### config.mk
export PLATFORM = sky130hd
export DESIGN_NAME = axi_store_writer
export DESIGN_NICKNAME = d
export VERILOG_FILES = /design/src/rtl/axi_store_writer_pkg.sv /design/src/rtl/axi_store_writer_align.sv /design/src/rtl/axi_store_writer.sv
export SDC_FILE = /design/constraint.sdc
export NUM_CORES = 2
export LEC_CHECK = 0
export ABC_AREA = 1
export CORE_MARGIN = 2
export CORE_UTILIZATION = 30
export DETAILED_ROUTE_END_ITERATION = 6
export PLACE_DENSITY_LB_ADDON = 0.08
export SLEW_MARGIN = 20
export SYNTH_ARGS = -nofsm -noshare
export SYNTH_HDL_FRONTEND = slang
export SYNTH_SLANG_ARGS = --single-unit
### constraint.sdc
create_clock -name clk -period 2.05 [get_ports clk]
set_clock_uncertainty 0.05 [all_clocks]
set_input_delay 0.3075 -clock clk [delete_from_list [all_inputs] [get_ports clk]]
set_output_delay 0.3075 -clock clk [all_outputs]
set_load 0.01 [all_outputs]
### src/rtl/axi_store_writer_pkg.sv
// Shared types for the memory-stage AXI store writer: burst/response codes,
// the latched store request and the writer FSM states.
package axi_store_writer_pkg;

  localparam int LINE_BEATS_DEFAULT = 8;
  localparam logic [2:0] BEAT_SIZE_8B = 3'd3;

  typedef enum logic [1:0] {
    AXI_BURST_FIXED = 2'b00,
    AXI_BURST_INCR  = 2'b01,
    AXI_BURST_WRAP  = 2'b10
  } axi_burst_t;

  typedef enum logic [1:0] {
    AXI_RESP_OKAY   = 2'b00,
    AXI_RESP_EXOKAY = 2'b01,
    AXI_RESP_SLVERR = 2'b10,
    AXI_RESP_DECERR = 2'b11
  } axi_resp_t;

  typedef struct packed {
    logic [63:0] addr;
    logic [63:0] data;
    logic [1:0]  size;
    logic        line;
  } store_req_struct;

  typedef enum logic [2:0] {
    ST_IDLE,
    ST_XFER,
    ST_RESP,
    ST_DONE,
    ST_ERR
  } writer_state_t;

  // SLVERR and DECERR both carry bit 1; OKAY/EXOKAY are successes.
  function automatic logic resp_is_error(input logic [1:0] resp);
    return resp[1];
  endfunction

endpackage

### src/rtl/axi_store_writer_align.sv
// Byte-lane placement for a single store: shifts right-justified data onto
// its lanes, builds the write strobe and flags natural-alignment violations.
module store_lane_align
  import axi_store_writer_pkg::*;
(
  input  logic [2:0]  addr_lo,
  input  logic [1:0]  size,
  input  logic [63:0] data,
  output logic [63:0] wdata,
  output logic [7:0]  wstrb,
  output logic        misalign
);

  logic [7:0] base_strb;
  logic [2:0] align_mask;

  // NOTE: every signal written here gets a value on every path (defaults first), so no latch is inferred.
  always_comb begin
    base_strb  = 8'h01;
    align_mask = 3'b000;
    unique case (size)
      2'd0: begin base_strb = 8'h01; align_mask = 3'b000; end
      2'd1: begin base_strb = 8'h03; align_mask = 3'b001; end
      2'd2: begin base_strb = 8'h0F; align_mask = 3'b011; end
      2'd3: begin base_strb = 8'hFF; align_mask = 3'b111; end
      default: ;
    endcase
    misalign = |(addr_lo & align_mask);
    wstrb    = base_strb << addr_lo;
    wdata    = data << {addr_lo, 3'b000};
  end

endmodule

### src/rtl/axi_store_writer.sv
// AXI AW/W/B initiator for single stores and cache-line writebacks; retires
// each request with a one-cycle done pulse and an error flag.
module axi_store_writer
  import axi_store_writer_pkg::*;
#(
  parameter int LINE_BEATS = LINE_BEATS_DEFAULT
) (
  input  logic                    clk,
  input  logic                    reset,
  input  logic                    req_valid,
  output logic                    req_ready,
  input  logic [63:0]             req_addr,
  input  logic [63:0]             req_data,
  input  logic [1:0]              req_size,
  input  logic                    req_line,
  input  logic [64*LINE_BEATS-1:0] line_data,
  output logic                    done,
  output logic                    resp_err,
  output logic                    m_axi_awvalid,
  input  logic                    m_axi_awready,
  output logic [63:0]             m_axi_awaddr,
  output logic [7:0]              m_axi_awlen,
  output logic [2:0]              m_axi_awsize,
  output logic [1:0]              m_axi_awburst,
  output logic                    m_axi_wvalid,
  input  logic                    m_axi_wready,
  output logic [63:0]             m_axi_wdata,
  output logic [7:0]              m_axi_wstrb,
  output logic                    m_axi_wlast,
  input  logic                    m_axi_bvalid,
  output logic                    m_axi_bready,
  input  logic [1:0]              m_axi_bresp
);

  localparam int LINE_BYTES = LINE_BEATS * 8;
  localparam int BEAT_W     = $clog2(LINE_BEATS);
  localparam logic [BEAT_W-1:0] LAST_BEAT = BEAT_W'(LINE_BEATS - 1);
  localparam logic [63:0] LINE_MASK = ~64'(LINE_BYTES - 1);

  writer_state_t           state, state_next;
  store_req_struct         req_q;
  logic [64*LINE_BEATS-1:0] line_q;
  logic [BEAT_W-1:0]       beat_q;
  logic                    aw_done_q, w_done_q, bresp_err_q;

  logic [2:0]  align_addr_lo;
  logic [1:0]  align_size;
  logic [63:0] single_wdata;
  logic [7:0]  single_wstrb;
  logic        misalign;
  logic        last_beat, aw_fire, w_fire;

  // In IDLE the aligner looks at the incoming request (misalign decision);
  // afterwards it formats the latched store.
  assign align_addr_lo = (state == ST_IDLE) ? req_addr[2:0] : req_q.addr[2:0];
  assign align_size    = (state == ST_IDLE) ? req_size      : req_q.size;

  store_lane_align u_align (
    .addr_lo  (align_addr_lo),
    .size     (align_size),
    .data     (req_q.data),
    .wdata    (single_wdata),
    .wstrb    (single_wstrb),
    .misalign (misalign)
  );

  assign last_beat = !req_q.line || (beat_q == LAST_BEAT);
  assign aw_fire   = (state == ST_XFER) && !aw_done_q && m_axi_awready;
  assign w_fire    = (state == ST_XFER) && !w_done_q && m_axi_wready;

  assign m_axi_awaddr  = req_q.line ? (req_q.addr & LINE_MASK) : req_q.addr;
  assign m_axi_awlen   = req_q.line ? 8'(LINE_BEATS - 1) : 8'd0;
  assign m_axi_awsize  = req_q.line ? BEAT_SIZE_8B : {1'b0, req_q.size};
  assign m_axi_awburst = AXI_BURST_INCR;
  assign m_axi_wdata   = req_q.line ? line_q[64*beat_q +: 64] : single_wdata;
  assign m_axi_wstrb   = req_q.line ? 8'hFF : single_wstrb;
  assign m_axi_wlast   = (state == ST_XFER) && last_beat;

  always_ff @(posedge clk) begin
    if (reset) state <= ST_IDLE;
    else       state <= state_next;
  end

  always_comb begin
    state_next    = state;
    req_ready     = 1'b0;
    m_axi_awvalid = 1'b0;
    m_axi_wvalid  = 1'b0;
    m_axi_bready  = 1'b0;
    done          = 1'b0;
    resp_err      = 1'b0;
    unique case (state)
      ST_IDLE: begin
        req_ready = 1'b1;
        if (req_valid) state_next = (misalign && !req_line) ? ST_ERR : ST_XFER;
      end
      ST_XFER: begin
        m_axi_awvalid = !aw_done_q;
        m_axi_wvalid  = !w_done_q;
        if ((aw_done_q || aw_fire) && (w_done_q || (w_fire && last_beat)))
          state_next = ST_RESP;
      end
      ST_RESP: begin
        // B is only acknowledged here, so an early bvalid just waits.
        m_axi_bready = 1'b1;
        if (m_axi_bvalid) state_next = ST_DONE;
      end
      ST_DONE: begin
        done       = 1'b1;
        resp_err   = bresp_err_q;
        state_next = ST_IDLE;
      end
      ST_ERR: begin
        done       = 1'b1;
        resp_err   = 1'b1;
        state_next = ST_IDLE;
      end
      default: state_next = ST_IDLE;
    endcase
  end

  // NOTE: sequential state uses non-blocking assignments so every register samples pre-edge values.
  always_ff @(posedge clk) begin
    if (reset) begin
      // NOTE: the request/line registers are plain flops, not a RAM, so clearing them on reset is cheap and keeps outputs defined.
      req_q       <= '0;
      line_q      <= '0;
      beat_q      <= '0;
      aw_done_q   <= 1'b0;
      w_done_q    <= 1'b0;
      bresp_err_q <= 1'b0;
    end else begin
      if (state == ST_IDLE && req_valid) begin
        req_q     <= '{addr: req_addr, data: req_data, size: req_size, line: req_line};
        line_q    <= line_data;
        beat_q    <= '0;
        aw_done_q <= 1'b0;
        w_done_q  <= 1'b0;
      end
      if (aw_fire) aw_done_q <= 1'b1;
      if (w_fire) begin
        if (last_beat) w_done_q <= 1'b1;
        else           beat_q   <= beat_q + 1'b1;
      end
      if (state == ST_RESP && m_axi_bvalid) bresp_err_q <= resp_is_error(m_axi_bresp);
    end
  end

endmodule

==> flow_summary_export.csv <==
group,metric,value,unit
place,dp.cells,6398,
worst_setup_path,reg2reg_setup_slack,-20,ps
die,core-area,0.0980,sq mm
route,antenna_left,0,
clocking,cts_hold_buffers,0,
min_path,worstHoldEndpoint,"line_q[135]",
job,cap_violations,0,
place,gp_congestion,0.971,
logic_synthesis,yosysSeqAreaShare,44.1,%
place,place_ws,-1110,ps
sta,post-route-period-util,148,%
power,powerDensity,1310,mW/mm^2
clocking,clk_pin_slew_worst_paths,60,ps
cells_and_area,utilization,51.6,%
outcome,run_status,"finished with violations",
logic_synthesis,ys_ff_latch,652,
cells_and_area,final_cell_area,0.0505,sq mm
route,viasPerCell,5.06,
sta,final-max-slew-violation-count,0,
die,start_util,30.2,%
clocking,cts_buffers,80,
logic_synthesis,yosysWarnings,0,
cells_and_area,synthToLayoutAreaGrowth,71.0,%
power,leakagePower,19.6,nW
sta,fmax,329,MHz
cells_and_area,final_cells,6709,
die,dieArea,0.101,sq mm
die,die_y,318,microns
cells_and_area,nFillCells,9535,
cells_and_area,drive_gt1_share,24.8,%
clocking,clockBufferDepth,3,
route,wl_per_cell,24.0,microns
sta,tightest_slew,924,ps
global_route,antenna_found_initial,33,
route,wirelength,161000,microns
worst_setup_path,criticalPathCategory,"reg2out",
place,numPortBuffers,797,
clocking,htree_levels,3,
sta,hold_viol,0,
global_route,first_global_vias,31900,
die,boundaryPins,807,
logic_synthesis,syn_inst,4211,
worst_setup_path,critPathRequiredTime,1690,ps
global_route,grtUsageTotal,29.5,%
logic_synthesis,synth_area,0.0296,sq mm
place,hpwl,117000,microns
sta,max_slew_margin,38.4,%
route,via_count,33900,
worst_setup_path,rr_startpoint,"state[2]",
global_route,gr-total-overflow,0,
die,die_w,318,microns
clocking,cts_sinks,652,
sta,min_period,3040,ps
sta,worst_slack,-990,ps
min_path,min_from,"reset",
power,total_power,66.3,mW
clocking,clk_latency,640,ps
clocking,cts_tree,"built",
power,ir_drop,0.000605,V
cells_and_area,multi_input_area,0.0158,sq mm
logic_synthesis,ys_types,31,
cells_and_area,final_nets,6000,
sta,setup_viol,86,
worst_setup_path,crit_path_end_kind,"output pin",
die,rows,115,
sta,fin_hold_ws,34.3,ps
worst_setup_path,cp.arrival,2680,ps
worst_setup_path,rr_endpoint,"line_q[382]",
place,post_dp_cell_area,0.0422,sq mm
worst_setup_path,r2r_cells,12,
route,drtIter0Drc,2720,
logic_synthesis,synth_area_per_cell,7.02,sq um
cells_and_area,seq_area,0.0131,sq mm
sta,tns,-61840,ps
worst_setup_path,cp_max_fo,9,
min_path,holdCritPathClass,"in2reg",
sta,rsz0062_at_grt,"yes",
route,first_pass_iters,5,
outcome,violations,"setup timing",
global_route,grt_max_degree,140,
worst_setup_path,crit_path_start_kind,"register",
global_route,grt_pass1_wl,219000,microns
route,drc,0,
clocking,cts-root-buf,"clkbuf_16",
min_path,worstHoldPathCells,4,
-- cells in the final DEF (no fill, tap or decap), types with 46 or more instances in the layout --
cell type	count
dfxtp_1	646
inv_1	327
a21oi_1	787
buf_4	414
o21ai_4	46
nand3_1	77
nand2_2	75
clkbuf_16	120
buf_6	116
buf_12	107
o21ai_1	164
nand2_1	853
o211ai_1	152
nand3_2	46
o21ai_0	294
a21oi_2	68
clkdlybuf4s50_1	706
o21ai_2	105
-- cells by family (layout without fill, tap and decap cells) --
group | after synthesis | count (layout) | share of synthesized area [%]
buffers and inverters | 771 | 1957 | 11.3
adders and majority gates | 2 | 2 | 0.0846
other | 2 | 24 | 0.0254
DFF | 652 | 652 | 44.1
and+or+nand+nor | 1142 | 1145 | 15.2
AOI/OAI and AO/OA | 1642 | 1642 | 29.2
-- flip-flops by register name (all words and copies together), names as in the netlist --
register,cells
state,3
w_done_q,1
req_q,131
beat_q,3
bresp_err_q,1
line_q,512
aw_done_q,1
-- critical path, cell delays in order, from the launching register on --
cell	delay [ps]
dfxtp_4	410
buf_12	170
buf_6	110
buf_12	100
a21oi_4	50
o21ai_4	70
nand2_2	80
o211ai_1	410
buf_4	240
o21ai_2	60
inv_1	70
nand2_1	80
buf_2	150
-- worst max-delay path by stage --
stage | start | endpoint | cells past startpoint
2_1_floorplan | state[2] | m_axi_wstrb[2] | 9
4_1_cts | beat_q[0] | m_axi_wdata[41] | 13
3_5_place_dp | beat_q[0] | m_axi_wdata[59] | 7
6_report | beat_q[0] | m_axi_wdata[41] | 12
5_1_grt | state[2] | m_axi_wdata[54] | 13
3_3_place_gp | beat_q[0] | m_axi_wdata[59] | 7
-- final cells by class --
cell class / count / share of cell area [%]
repair buffers: 1472 / 31.7
clock buffers: 119 / 4.69
clock inverters: 22 / 0.562
multi-input cells: 2797 / 31.2
repair inverters: 2 / 0.0545
flip-flops and latches: 652 / 25.9
inverters: 342 / 2.69
well taps: 1287 / 3.19
diodes: 16 / 0.0792
-- power by group --
group | internal, mW | leakage (nW) | switching [mW]
sequential | 15.8 | 5.38 | 1.43
clock | 8.73 | 1.31 | 5.90
combinational | 15.9 | 12.9 | 18.4
total | 40.5 | 19.6 | 25.8
-- layer usage --
metal  up-vias  part of all wire, %  GRT usage, %  routed length (microns)
met2      1163                   47          48.4                    75600
met4        24                  4.1          11.6                     6620
li1      16300                    -             -                        -
met1     16200                   42          38.0                    68300
met3       262                  6.5          5.62                    10500
met5         -                 0.10             0                      166
-- Yosys cell counts --
master | count | area (sq um)
o211ai_1 | 152 | 1140
inv_1 | 336 | 1260
o21ai_4 | 1 | 16.3
buf_6 | 1 | 11.3
buf_2 | 133 | 666
nand4_1 | 1 | 6.26
a22oi_1 | 1 | 7.51
buf_4 | 75 | 563
nor2_2 | 1 | 6.26
o21ai_0 | 568 | 2840
a211oi_1 | 2 | 15.0
nor3_1 | 1 | 5.00
o21ai_1 | 39 | 195
dfxtp_1 | 652 | 13100
a21oi_1 | 877 | 4390
conb_1 | 2 | 7.51
nand2_2 | 1 | 6.26
clkbuf_1 | 201 | 754
nor2_4 | 1 | 11.3
clkinv_1 | 2 | 7.51
a31oi_1 | 1 | 6.26
o21ai_2 | 1 | 8.76
nand2_1 | 964 | 3620
ha_1 | 2 | 25.0
nor2_1 | 19 | 71.3
nand3b_1 | 2 | 15.0
inv_2 | 4 | 15.0
buf_1 | 19 | 71.3
or2_2 | 1 | 6.26
nand3_1 | 150 | 751
nand2_4 | 1 | 11.3
-- what timing repair did --
action | CTS | global route
buffers inserted | 73 | 59
pin swaps | 169 | 185
setup endpoints to repair | 95 | 432
gates cloned | 26 | 44
resized for setup | 969 | 476
No activity file was read; power rests on OpenSTA's default activity.
